--- config.mk ---
export PLATFORM = sky130hd
export DESIGN_NAME = vga_sync_gen
export DESIGN_NICKNAME = d
export VERILOG_FILES = /design/src/rtl/vga_timing_pkg.sv /design/src/rtl/vga_pixel_tick.sv /design/src/rtl/vga_sync_gen.sv
export SDC_FILE = /design/constraint.sdc
export NUM_CORES = 1
export LEC_CHECK = 0
export CORE_MARGIN = 2
export CORE_UTILIZATION = 50
export DETAILED_ROUTE_END_ITERATION = 7
export PLACE_DENSITY = 0.75
export SETUP_SLACK_MARGIN = 0.3
export SLEW_MARGIN = 0
export SYNTH_ARGS = -nofsm -noshare
export SYNTH_HDL_FRONTEND = slang
export SYNTH_SLANG_ARGS = --single-unit
--- constraint.sdc ---
create_clock -name clk -period 2.55 [get_ports clk]
set_input_delay 0.255 -clock clk [delete_from_list [all_inputs] [get_ports clk]]
set_output_delay 0.255 -clock clk [all_outputs]
set_load 0.03 [all_outputs]
--- src/rtl/vga_timing_pkg.sv ---
// rtl/vga_timing_pkg.sv - shared 640x480@60 VGA timing constants
// Purpose: default horizontal/vertical geometry, derived totals and sync
//          window bounds, shared by the sync generator, the RGB selector
//          and the glyph generators for region bounds.
// Ports:   none (package).
package vga_timing_pkg;

  // Coordinate width; 10 bits covers any total up to 1024.
  localparam int COORD_W = 10;

  localparam int H_DISPLAY = 640;
  localparam int H_FRONT   = 16;
  localparam int H_SYNC    = 96;
  localparam int H_BACK    = 48;
  localparam int V_DISPLAY = 480;
  localparam int V_FRONT   = 10;
  localparam int V_SYNC    = 2;
  localparam int V_BACK    = 33;

  localparam int H_TOTAL = H_DISPLAY + H_FRONT + H_SYNC + H_BACK;
  localparam int V_TOTAL = V_DISPLAY + V_FRONT + V_SYNC + V_BACK;

  // Inclusive sync windows.
  localparam int H_SYNC_START = H_DISPLAY + H_FRONT;
  localparam int H_SYNC_END   = H_SYNC_START + H_SYNC - 1;
  localparam int V_SYNC_START = V_DISPLAY + V_FRONT;
  localparam int V_SYNC_END   = V_SYNC_START + V_SYNC - 1;

  // True when v lies in the inclusive window [lo, hi].
  function automatic logic in_window(input logic [COORD_W-1:0] v,
                                     input logic [COORD_W-1:0] lo,
                                     input logic [COORD_W-1:0] hi);
    return (v >= lo) && (v <= hi);
  endfunction

endpackage

--- src/rtl/vga_pixel_tick.sv ---
// rtl/vga_pixel_tick.sv - system clock to pixel enable divider
// Purpose: counts 0..CLK_DIV-1 and decodes a one-clock pixel enable from
//          the registered count (high when the count sits at CLK_DIV-1).
// Ports:   clk_i   - system clock
//          rst_ni  - asynchronous active-low reset
//          tick_o  - pixel enable, one clk_i every CLK_DIV clocks
module vga_pixel_tick #(
  parameter int CLK_DIV = 4
) (
  input  logic clk_i,
  input  logic rst_ni,
  output logic tick_o
);

  localparam int                W    = $clog2(CLK_DIV);
  localparam logic [W-1:0]      LAST = W'(CLK_DIV - 1);

  logic [W-1:0] div_q;
  logic [W-1:0] div_d;

  always_comb begin
    div_d = div_q + W'(1);
    if (div_q == LAST) begin
      div_d = '0;
    end
  end

  always_ff @(posedge clk_i or negedge rst_ni) begin
    if (!rst_ni) begin
      div_q <= '0;
    end else begin
      div_q <= div_d;
    end
  end

  assign tick_o = (div_q == LAST);

endmodule

--- src/rtl/vga_sync_gen.sv ---
// rtl/vga_sync_gen.sv - VGA horizontal/vertical counters and sync generation
// Purpose: runs the pixel/line counters on the pixel enable and produces
//          registered active-low syncs aligned with the coordinates, the
//          visible-area flag and a one-clock end-of-frame strobe.
// Ports:   clk       - system clock
//          reset     - asynchronous active-low reset
//          p_tick    - pixel enable
//          pix_x     - horizontal counter, 0..H_TOTAL-1
//          pix_y     - vertical counter, 0..V_TOTAL-1
//          video_on  - high inside the visible area
//          hsync     - horizontal sync, active-low
//          vsync     - vertical sync, active-low
//          frame_end - strobe on the final pixel of the frame
module vga_sync_gen
  import vga_timing_pkg::*;
#(
  parameter int CLK_DIV   = 4,
  parameter int H_DISPLAY = vga_timing_pkg::H_DISPLAY,
  parameter int H_FRONT   = vga_timing_pkg::H_FRONT,
  parameter int H_SYNC    = vga_timing_pkg::H_SYNC,
  parameter int H_BACK    = vga_timing_pkg::H_BACK,
  parameter int V_DISPLAY = vga_timing_pkg::V_DISPLAY,
  parameter int V_FRONT   = vga_timing_pkg::V_FRONT,
  parameter int V_SYNC    = vga_timing_pkg::V_SYNC,
  parameter int V_BACK    = vga_timing_pkg::V_BACK
) (
  input  logic               clk,
  input  logic               reset,
  output logic               p_tick,
  output logic [COORD_W-1:0] pix_x,
  output logic [COORD_W-1:0] pix_y,
  output logic               video_on,
  output logic               hsync,
  output logic               vsync,
  output logic               frame_end
);

  localparam int H_TOT = H_DISPLAY + H_FRONT + H_SYNC + H_BACK;
  localparam int V_TOT = V_DISPLAY + V_FRONT + V_SYNC + V_BACK;

  localparam logic [COORD_W-1:0] H_LAST   = COORD_W'(H_TOT - 1);
  localparam logic [COORD_W-1:0] V_LAST   = COORD_W'(V_TOT - 1);
  localparam logic [COORD_W-1:0] H_VIS    = COORD_W'(H_DISPLAY);
  localparam logic [COORD_W-1:0] V_VIS    = COORD_W'(V_DISPLAY);
  localparam logic [COORD_W-1:0] HS_START = COORD_W'(H_DISPLAY + H_FRONT);
  localparam logic [COORD_W-1:0] HS_END   = COORD_W'(H_DISPLAY + H_FRONT + H_SYNC - 1);
  localparam logic [COORD_W-1:0] VS_START = COORD_W'(V_DISPLAY + V_FRONT);
  localparam logic [COORD_W-1:0] VS_END   = COORD_W'(V_DISPLAY + V_FRONT + V_SYNC - 1);

  logic               tick;
  logic               line_end;
  logic [COORD_W-1:0] x_q, x_d;
  logic [COORD_W-1:0] y_q, y_d;
  logic               hsync_q, hsync_d;
  logic               vsync_q, vsync_d;

  vga_pixel_tick #(
    .CLK_DIV (CLK_DIV)
  ) u_pixel_tick (
    .clk_i  (clk),
    .rst_ni (reset),
    .tick_o (tick)
  );

  assign line_end = (x_q == H_LAST);

  always_comb begin
    x_d = x_q;
    y_d = y_q;
    if (tick) begin
      if (line_end) begin
        x_d = '0;
        if (y_q == V_LAST) begin
          y_d = '0;
        end else begin
          y_d = y_q + COORD_W'(1);
        end
      end else begin
        x_d = x_q + COORD_W'(1);
      end
    end
  end

  // Syncs decode the next-state coordinates so they switch on the same
  // edge as the counters instead of one pixel late.
  always_comb begin
    hsync_d = !in_window(x_d, HS_START, HS_END);
    vsync_d = !in_window(y_d, VS_START, VS_END);
  end

  always_ff @(posedge clk or negedge reset) begin
    if (!reset) begin
      x_q     <= '0;
      y_q     <= '0;
      hsync_q <= 1'b1;
      vsync_q <= 1'b1;
    end else begin
      x_q     <= x_d;
      y_q     <= y_d;
      hsync_q <= hsync_d;
      vsync_q <= vsync_d;
    end
  end

  assign p_tick    = tick;
  assign pix_x     = x_q;
  assign pix_y     = y_q;
  assign hsync     = hsync_q;
  assign vsync     = vsync_q;
  assign video_on  = (x_q < H_VIS) && (y_q < V_VIS);
  assign frame_end = tick && line_end && (y_q == V_LAST);

endmodule

After elaboration in Yosys (flattened, before gate mapping)
Index checks and enable logic that the tools add are counted.
Storage, ports and cells
  output and inout port bits: 25
  flip-flop bits (word level): 24
  word-level logic and storage cells: 30
Operators by class
  equal/unequal tests: 3
  multiplexer cells: 6
  reductions and logical operators: 7
  order comparisons: 6
  add/subtract/negate cells: 3
Operator list (number)
  2-to-1 mux 10 bit: 5
  adder 10 x 1 -> 10 bit, second input constant: 2
  == test 10 bit, second input constant: 2
  >= comparator 10 bit, second input constant: 1
  >= comparator 10 x 9 -> 1 bit, second input constant: 1
  less-or-equal comparator 10 bit, second input constant: 1
  less-or-equal comparator 10 x 9 -> 1 bit, second input constant: 1
  less-than comparator 10 bit, second input constant: 1
  less-than comparator 10 x 9 -> 1 bit, second input constant: 1
  logical AND 1 bit: 5
  adder 2 x 1 -> 2 bit, second input constant: 1
  == test 2 bit, second input constant: 1
  zero test 1 bit: 2
  2-to-1 mux 2 bit: 1

Logic depth before layout (Yosys ltp)
Gate-level depths: netlist of the first run.
  word-level depth: 7
  mapped depth: 8
  depth with buffers taken out: 7

Cells and area by module
A second synthesis of the first run with hierarchy kept.
Unflattened totals
  cell total of the unflattened synthesis: 148
  area total of the unflattened synthesis: 1342.5 µm²
Modules (own cells, without submodules)
  vga_sync_gen: instances 1, area an instance 1276.2 µm², cells each 144
  vga_pixel_tick: instances 1, area an instance 66.3 µm², cells each 4

Least setup slack after synthesis of the first run
Ideal clock, no wire load.
  path type: reg-to-output
  start: reg x_q[5] (netlist: pix_x[5])
  end: out frame_end
  required time: 2295 ps
  arrival time: 2195 ps
  path buffers: 1
  cell stages (with the launch flop): 5
  setup slack: 100 ps
  cells stage by stage: dfrtp_1 -> or4b_4 -> or4_4 -> buf_6 -> nor2_1
Between the ends
  cells in the longest elaborated chain, start to end: 3
RTL lines
  start: declaration: line vga_sync_gen.sv:52  | logic [COORD_W-1:0] x_q, x_d;
  start signal: assignment: line vga_sync_gen.sv:93  | x_q <= '0;
  start signal: assignment: line vga_sync_gen.sv:98  | x_q <= x_d;
  == test 10 bit: line vga_sync_gen.sv:65  | assign line_end = (x_q == H_LAST);
  logical AND 1 bit (2 in a row): line vga_sync_gen.sv:111  | assign frame_end = tick && line_end && (y_q == V_LAST);
  end: declaration: line vga_sync_gen.sv:35  | output logic frame_end
No other way between the ends.

Final worst setup path of the first run
Same ends and word-level chain as after synthesis.

==> results of run 1 <==
[routing by layer]
metal  up-vias  track usage [%]
li1        599                -
met4         0             10.5
met2        46             38.1
met5         -                0
met1       606             27.3
met3        11             2.09
[worst min path at each step]
| stage | from | end | slack [ns] | cells after the start |
|---|---|---|---|---|
| 4_1_cts | reset | pix_y[7] | 0.28 | 2 |
| 6_report | reset | pix_x[4] | 0.29 | 2 |
| 5_1_grt | reset | pix_x[4] | 0.30 | 2 |
| 3_5_place_dp | u_pixel_tick.div_q[0] | u_pixel_tick.div_q[0] | 0.43 | 1 |
| 3_3_place_gp | u_pixel_tick.div_q[0] | u_pixel_tick.div_q[0] | 0.41 | 1 |
| 2_1_floorplan | reset | pix_x[0] | -0.04 | 0 |
[cell families after synthesis]
| kind of cell | share of synthesized area, % |
|---|---|
| buffers and inverters | 5.45 |
| adders and majority gates | 3.76 |
| AOI/OAI and AO/OA | 14.4 |
| and+or+nand+nor | 25.8 |
| xor gates and xnor gates | 5.26 |
| DFF | 45.3 |
[repair_timing]
action	4_1_cts	5_1_grt
pin swaps	3	5
endpoints found under the setup margin	1	7
hold endpoints to repair	0	0
setup buffers	8	1
resized for setup	7	1
[placed cells by master, fill, tap and decap left out, drive strengths merged]
cell and n:
xnor2 5, nand3 9, a31oi 2, o41ai 1, o311ai 1, xor2 3
nand4b 3, or3 2, o31a 1, o41a 1, inv 10, a21oi 4
ha 4, buf 13, dfstp 2, nand2 19, clkdlybuf4s50 25, dfrtp 22
nor2 9, o211ai 1, o21a 1, and3 2, or4 4, nor3 3
a31o 1, nor2b 2, or4b 1, nand4 7, o22ai 2, o21ai 15
clkbuf 4, o211a 1, nor4 3
[Yosys cell counts, drive strengths merged]
master / instances / area, um^2
o21ai: 15 / 75.1
dfrtp: 22 / 551
clkbuf: 5 / 18.8
o211ai: 1 / 7.51
buf: 2 / 16.3
o41a: 1 / 11.3
nand4b: 3 / 26.3
o21a: 1 / 7.51
nand4: 7 / 43.8
o31a: 1 / 8.76
xnor2: 5 / 43.8
dfstp: 2 / 52.6
nor2: 9 / 33.8
or4b: 1 / 13.8
nor3: 3 / 20.0
o41ai: 1 / 8.76
a31o: 1 / 8.76
nand2: 19 / 71.3
or3: 2 / 12.5
a31oi: 2 / 12.5
ha: 4 / 50.1
nand3: 9 / 45.0
inv: 10 / 37.5
o311ai: 1 / 8.76
a21oi: 4 / 20.0
and3: 2 / 12.5
nor2b: 2 / 12.5
o22ai: 2 / 12.5
nor4: 3 / 18.8
xor2: 3 / 26.3
or4: 4 / 33.8
o211a: 1 / 10.0
[area by class of cell]
type / count / area [um^2]
fillers: 215 / 759
multi-input cells: 107 / 677
flip-flops and latches: 24 / 611
repair buffers: 38 / 352
inverters: 10 / 37.5
well taps: 30 / 37.5
clock buffers: 4 / 26.3
[flip-flops by register name, summed over array words and instances, names as in the netlist]
register,cells
pix_x,10
pix_y,10
u_pixel_tick.div_q,2
hsync,1
vsync,1
[report_power, final]
group / total, uW / internal (uW) / switching [uW]
Clock: 170 / 61.1 / 109
Sequential: 381 / 381 / 0
Combinational: 9.72 / 2.35 / 7.38
Total: 561 / 444 / 117
[through the flow]
stage	cells	area (um^2)	total power (uW)
floorplan	148	1340	388
global placement	200	1630	398
detailed placement	200	1630	398
CTS	212	1730	573
global route	213	1740	589
finish	213	1740	561
[worst register-to-register path: stages, from the launching register on]
cell and delay (ns):
dfrtp_2 0.42, or4b_4 0.54, or4_4 0.46, buf_4 0.19, o41ai_1 0.44
==> impl_results.md, run 1 <==
* LEAKAGE at 0.000729 uW
* R2R setup slack at 0.35 ns
* DPL Wire Length at 2180 um
* Final GP Congestion at 0.781
* Skew-Pair Late Insertion Delay at about 0.31 ns
* Final-stage net count at 190
* Row Count at 18
* Clock H-tree levels at 1
* Final setup viols at 0
* Initial antenna violation count at 0
* Post-route clock period utilization at 88.2%
* # clock sinks at 24
* Fin Setup TNS at 0 ns
* Layout area overhead at 30.7%
* Worst Setup EP: frame_end
* WL/cell at 14.9 um
* Clk slew on worst S/H paths at 0.13 ns
* Layout cells sized above 1 at 16.9%
* Largest net degree at the start of global routing at 25
* CP Depth at 4
* Kind of cell adding the most delay to the critical path: simple AND/OR/NAND/NOR gates
* Worst path bufs/invs at 1
* CP Max Fanout at 2
* Seq cells post-synth at 24
* Fin Clk Skew at around 0.0073 ns
* Slew Viols, Final at 0
* Crit start category: flip-flop
* Slew HR at 70.6%
* Final core area utilization at between 60% and 70%
* Routed WL at between 3000 and 4000 um
* Warnings from Yosys at 0
* Gr usage total at 21.9%
* First-pass GRT wire length at ~5400 um
* Highest metal used: met4
* Metal-1 WL at 1430 um
* Measured slew at the worst slew-check pin at 0.437 ns
* Mean post-synth cell area at 9.00 um^2
* Buffers on Ports at 26
* Synth Cell Area at 1330 um^2
* Die H at 55.6 um
* Final hold slack at just under 0.3 ns
* CP Cell Sequence: or4b_4 -> or4_4 -> nor2_4 -> buf_6
* Die Wd at 55.6 um
* Vias/cell at about 5.9
* Status: finished clean
* Synth cell types at 35
* PnR worst setup slack at between 0.2 and 0.3 ns
* Kind of critical path: reg -> out
* Slowest cell on crit path: or4b_4
* TritonCTS clock tree: built
* Clock root buffer: clkbuf_4
* Data required, critical path at 2.30 ns
* Number of buffers created by CTS at 3
* # DRC at 0
* Detailed Route Iter0 Violations at 27
* Worst VDD drop at between 0.3 and 0.4 mV
* Initial core utilization at between 50% and 60%
* Crit path DAT at 2.00 ns
* Remaining antenna violation count after routing at 0
* DR vias at 1262
* Worst path max stage delay at 0.54 ns
* Reg2reg start: pix_x[5]
* Power per cell area at 322 nW/um^2
* Worst min-delay path class: in -> async
* MaxCap Viol Count at 0
* Antenna cells at 0
* WL met3 at approximately 110 um
* Net Count, Synth at 154
* Cells after Synth at approximately 150
* GRT Residual Overflow at 0
* Die area at slightly above 3000 um^2
* Met2 wire length at ~1500 um
* Post-CTS Hold Buffers at 0
* First drt pass iteration count at 4
* RR Endpoint: pix_y[4]
* Fin. Hold Viols at 0
* IO Pins at 27
* Fmax achieved at 444 MHz
* Reg2Reg Depth at 4
* Vias in the first global route at about 1.2k
* DP Worst Slack at 0.373 ns
* Crit end category: output port
* Final Critical Period at 2.25 ns
* Clk buf depth at 2
* Core area at 2500 um^2
* Unrepaired setup endpoints after global routing: true
* Post-synthesis sequential area ratio at 45.3%
* Crit path launch: pix_x[5]
Note: power is estimated with default switching activity, not from simulation.
==> run 2: changes to the inputs <==
--- a/config.mk
+++ b/config.mk
@@ -5,12 +5,13 @@
 export SDC_FILE = /design/constraint.sdc
 export NUM_CORES = 1
 export LEC_CHECK = 0
-export CORE_MARGIN = 2
+export CORE_MARGIN = 3
 export CORE_UTILIZATION = 50
 export DETAILED_ROUTE_END_ITERATION = 7
 export PLACE_DENSITY = 0.75
-export SETUP_SLACK_MARGIN = 0.3
+export SETUP_SLACK_MARGIN = 0.02
 export SLEW_MARGIN = 0
 export SYNTH_ARGS = -nofsm -noshare
 export SYNTH_HDL_FRONTEND = slang
+export SYNTH_HIERARCHICAL = 1
 export SYNTH_SLANG_ARGS = --single-unit
==> run 2 against run 1 <==
Net effect: core utilization decreased by 2.4 points; cell count is 1.4% lower; maximum frequency decreased by 4.6%.
==> impl_results.md, run 2 <==
* Status: finished clean
* Layout cells sized above 1 at under 10%
* Row Count at 18
* Crit end category: flip-flop
* Slew HR at between 70% and 80%
* Warnings from Yosys at 6
* Post-synthesis sequential area ratio at 44.9%
* Post-cts sizing count at 0
* Final core area utilization at 67.2%
* Commonest cells post-synth: dfrtp_1, nand2_1, nand3_1, o21ai_0
* Largest net degree at the start of global routing at 25
* Unrepaired setup endpoints after global routing: false
* Number of synthesized flops with an enable pin at 0
* Power per cell area at around 330 nW/um^2
* Die H at 57.8 um
* Final Critical Period at between 2 and 2.5 ns
* Mean post-synth cell area at 9.07 um^2
* Clock root buffer: clkbuf_4
* Measured slew at the worst slew-check pin at 0.418 ns
* Post-synth top area share at 41.0%
* Cells after Synth at 148
* MaxCap Viol Count at 0
* CP Max Fanout at 7
* Crit path DAT at 2.59 ns
* Data required, critical path at approximately 2.8 ns
* Worst VDD drop at 0.300 mV
* Fin Setup TNS at 0 ns
* TritonCTS clock tree: built
* Vias in the first global route at 1229
* Count leader, synth: dfrtp_1
* Net Count, Synth at 154
* Synth cell types at 39
* Post-synth top flop: dfrtp_1
* Total power at 559 uW
* Final setup viols at 0
* LEAKAGE at 0.000690 uW
* Kind of critical path: reg -> reg
* Initial core utilization at 53.2%
* # clock sinks at 24
* # DRC at 0
* Layout area overhead at 26.3%
* Detailed Route Iter0 Violations at 43
* Skew-Pair Late Insertion Delay at between 0.3 and 0.4 ns
* Core area at 2520 um^2
* Commonest non-fill, non-tap cells in the layout: clkdlybuf4s50_1, dfrtp_1, nand2_1
* DR vias at 1253
* Remaining antenna violation count after routing at 0
* Initial antenna violation count at 0
* Slew Viols, Final at 0
* Fin. Hold Viols at 0
* Clk slew on worst S/H paths at approximately 0.13 ns
* Synth Cell Area at 1340 um^2
* Commonest non-fill, non-tap cell in the layout: clkdlybuf4s50_1
* Reg2reg start: pix_x[7]
* First drt pass iteration count at 4
* Reg2Reg Depth at 5
* Worst min-delay path class: in -> async
* Cell taking the most area after synthesis: dfrtp_1
* Post-CTS Hold Buffers at 0
* Final-stage net count at 187
* Routed WL at 3280 um
* Die Wd at 57.8 um
* Final GP Congestion at slightly below 1
* Fin Clk Skew at between 0.003 and 0.004 ns
* RR Endpoint: vsync
* R2R setup slack at 0.19 ns
* Async SR Flop Fraction at 100%
* First-pass GRT wire length at 5430 um
* Setup repair bufs after CTS at 0
* Number of buffers created by CTS at 3
* Antenna cells at 0
* Crit start category: flip-flop
* GRT Residual Overflow at 0
* DPL Wire Length at about 2400 um
* Area contributors post-synth: dfrtp_1, nand3_1, o21ai_0
* Vias/cell at between 5 and 6
* Die area at between 3000 and 4000 um^2
* IO Pins at 27
* Fmax achieved at 424 MHz
* Clock H-tree levels at 1
* Post-route clock period utilization at 92.5%
* WL/cell at 15.6 um
* Buffers on Ports at 26
* Clk buf depth at 2
* Gr usage total at 20.9%
* Seq cells post-synth at 24
==> run 2: changes by cell type after synthesis, sizes merged, moves of 3 or more <==
cell and delta:
nand4b -3, nand4 -4, nand2b +3, and2 +5, nand2 -6, o21ai -4
==> run 2: layout make-up <==
cell class	instances	area [um^2]
clock buffers	4	26.3
fillers	212	827
inverters	9	33.8
multi-input cells	111	692
flip-flops and latches	24	603
well taps	30	37.5
repair buffers	32	303
==> run 2: worst max-delay path by stage <==
stage,start,end,cells after the start
CTS,pix_x[7],vsync,5
global placement,pix_x[6],vsync,5
finish,pix_x[7],vsync,5
floorplan,pix_x[0],vsync,7
detailed placement,pix_x[6],vsync,5
global route,pix_x[6],vsync,5
==> run 2: critical path, stage by stage, from the launching register on <==
cell       delay (ns)
dfrtp_1          0.48
or3b_1           0.41
or4_1            0.55
or4_4            0.51
a22oi_1          0.21
o2111ai_1        0.13
==> run 2: per-layer routing <==
metal	part of all wire (%)	routed length, um	vias up	track usage (%)
li1	-	-	595	-
met4	1.3	42	0	9.60
met5	0	0	-	0
met3	4.4	144	7	2.67
met1	41	1350	610	24.4
met2	53	1740	41	37.9
==> run 2: where the power goes <==
group / switching, uW / internal, uW / total, uW
sequential: 0 / 381 / 381
clock: 108 / 61.0 / 169
combinational: 7.29 / 2.34 / 9.64
==> run 2: cell families after synthesis <==
family / after synthesis / synth area share [%]
adders and majority gates: 4 / 3.73
and+or+nand+nor: 67 / 27.0
muxes: 2 / 1.58
DFF: 24 / 44.9
AOI/OAI and AO/OA: 30 / 13.8
buffers and inverters: 13 / 3.73
xor gates and xnor gates: 8 / 5.22
==> run 2: metrics by stage <==
step	instances	worst slack, ns	hold WS [ns]	area, um^2
2_1_floorplan	148	0.122	-0.0406	1350
3_3_place_gp	206	0.313	0.417	1670
3_5_place_dp	206	0.217	0.434	1670
4_1_cts	210	0.194	0.280	1700
5_1_grt	210	0.0724	0.280	1700
6_report	210	0.192	0.284	1700
==> run 3: changes to the inputs <==
--- a/config.mk
+++ b/config.mk
@@ -8,6 +8,7 @@
 export CORE_MARGIN = 3
 export CORE_UTILIZATION = 50
 export DETAILED_ROUTE_END_ITERATION = 7
+export MAX_ROUTING_LAYER = met4
 export PLACE_DENSITY = 0.75
 export SETUP_SLACK_MARGIN = 0.02
 export SLEW_MARGIN = 0
==> run 3 against run 2 <==
Net effect: die area unchanged; critical path depth unchanged; cell count unchanged; hold slack worse by 0.010 ns; setup slack better by 0.0029 ns; clock-buffer cell count unchanged; routed wire length down 3.2%; clock power up 20%; sequential cell count unchanged; register-to-register slack about the same; critical endpoint unchanged; largest power group unchanged; highest routed layer unchanged.
==> impl_results.md, run 3 (synthesized netlist as in run 2, its figures left out) <==
* Status: finished clean
* Largest net degree at the start of global routing at 25
* Die area at 3340 um^2
* Worst path max stage delay at 0.55 ns
* Number of buffers created by CTS at 3
* Crit path DAT at 2.59 ns
* Initial antenna violation count at 0
* Vias/cell at between 5 and 6
* R2R setup slack at 0.19 ns
* Routed WL at 3170 um
* # clock sinks at 24
* CP Max Fanout at 5
* Crit end category: flip-flop
* Buffers on Ports at 26
* GRT Residual Overflow at 0
* Antenna cells at 0
* Clock H-tree levels at 1
* Row Count at 18
* MaxCap Viol Count at 0
* Data required, critical path at around 2.8 ns
* Fmax achieved at 425 MHz
* Final Critical Period at ~2.4 ns
* Crit start category: flip-flop
* Worst VDD drop at 0.306 mV
* Post-CTS Hold Buffers at 0
* Remaining antenna violation count after routing at 0
* Sequential standard cell area at 603 um^2
* Core area at 2520 um^2
* Gr usage total at 21.1%
* Layout area overhead at 27.0%
* Measured slew at the worst slew-check pin at roughly 0.43 ns
* Vias in the first global route at around 1.2k
* Design area at 1710 um^2
* CP Cell Sequence: or3b_1 -> or4_1 -> or4_4 -> a22oi_1 -> o2111ai_1
* Clk slew on worst S/H paths at 0.14 ns
* Setup repair bufs after CTS at 0
* Die Wd at 57.8 um
* Worst min-delay path class: in -> async
* Slew HR at 71.4%
* WL/cell at 15.1 um
* Detailed Route Iter0 Violations at 47
* Slew Viols, Final at 0
* Final setup viols at 0
* DPL Wire Length at ~2400 um
* Clk buf depth at 2
* Kind of critical path: reg -> reg
* Commonest non-fill, non-tap cell in the layout: clkdlybuf4s50_1
* Commonest non-fill, non-tap cells in the layout: clkdlybuf4s50_1, dfrtp_1, nand2_1
* IO Pins at 27
* Initial core utilization at 53.2%
* # DRC at 0
* DR vias at 1230
* Clock root buffer: clkbuf_4
* Unrepaired setup endpoints after global routing: false
* Die H at 57.8 um
* Post-DP Area at 1670 um^2
* Slowest cell on crit path: or4_1
* Post-cts sizing count at 0
* Layout cells sized above 1 at 8.89%
* Final GP Congestion at 1.01
* TritonCTS clock tree: built
* Fin Clk Skew at 0.00512 ns
* Fin Setup TNS at 0 ns
* LEAKAGE at 0.000696 uW
* Worst path bufs/invs at 0
* Power per cell area at 348 nW/um^2
* Multi-input gate area at 692 um^2
* Kind of cell adding the most delay to the critical path: simple AND/OR/NAND/NOR gates
* Fin. Hold Viols at 0
* First-pass GRT wire length at 5390 um
* # fillers at 202
* First drt pass iteration count at 4
* Final-stage net count at 187
* Skew-Pair Late Insertion Delay at 0.31 ns
* Post-route clock period utilization at 92.4%
==> run 3: changes by cell type in the layout (fill, tap and decap cells not counted) <==
| cell | change |
|---|---|
| clkbuf_1 | -1 |
| clkbuf_8 | +1 |
==> run 3: routing by layer <==
metal	global-route usage, %	wire length (um)
met4	9.60	35
met3	2.45	125
met2	35.3	1640
met1	25.5	1370
met5	-	0
==> run 3: path summary, 6_finish.rpt <==
| path | start | cells past startpoint | end |
|---|---|---|---|
| max | pix_x[6] | 5 | vsync |
| min | reset | 2 | pix_x[2] |
| max reg2reg | pix_x[6] | 5 | vsync |
| min reg2reg | u_pixel_tick/div_q[0] | 1 | u_pixel_tick/div_q[0] |
| max in group asynchronous | reset | 2 | vsync |
| min in group clk | u_pixel_tick/div_q[0] | 1 | u_pixel_tick/div_q[0] |
==> run 3: stage by stage <==
step | std cells | total power, uW | hold WS [ns] | utilization (%) | worst slack, ns
after floorplan | 148 | 388 | -0.0406 | - | 0.122
after global placement | 206 | 398 | 0.417 | 66.2 | 0.314
after detailed placement | 206 | 398 | 0.425 | 66.2 | 0.240
after CTS | 210 | 601 | 0.282 | 67.6 | 0.212
after global routing | 210 | 611 | 0.295 | 67.6 | 0.110
final | 210 | 593 | 0.274 | 67.6 | 0.195
==> run 3: final cells by class <==
cell class                 instances  area share, %
clock buffer                       4           2.13
inverter                           9           1.98
multi-input combinational        111           40.6
sequential                        24           35.4
tap                               30           2.20
timing repair buffer              32           17.8
==> run 3: where the power goes <==
| part | internal [uW] | switching [uW] | leakage (uW) | total, uW |
|---|---|---|---|---|
| Combinational | 2.34 | 7.27 | 0.000361 | 9.61 |
| Sequential | 381 | 0 | 0.000314 | 381 |
| Clock | 87.1 | 115 | 0.0000210 | 202 |
| Total | 470 | 122 | 0.000696 | 593 |
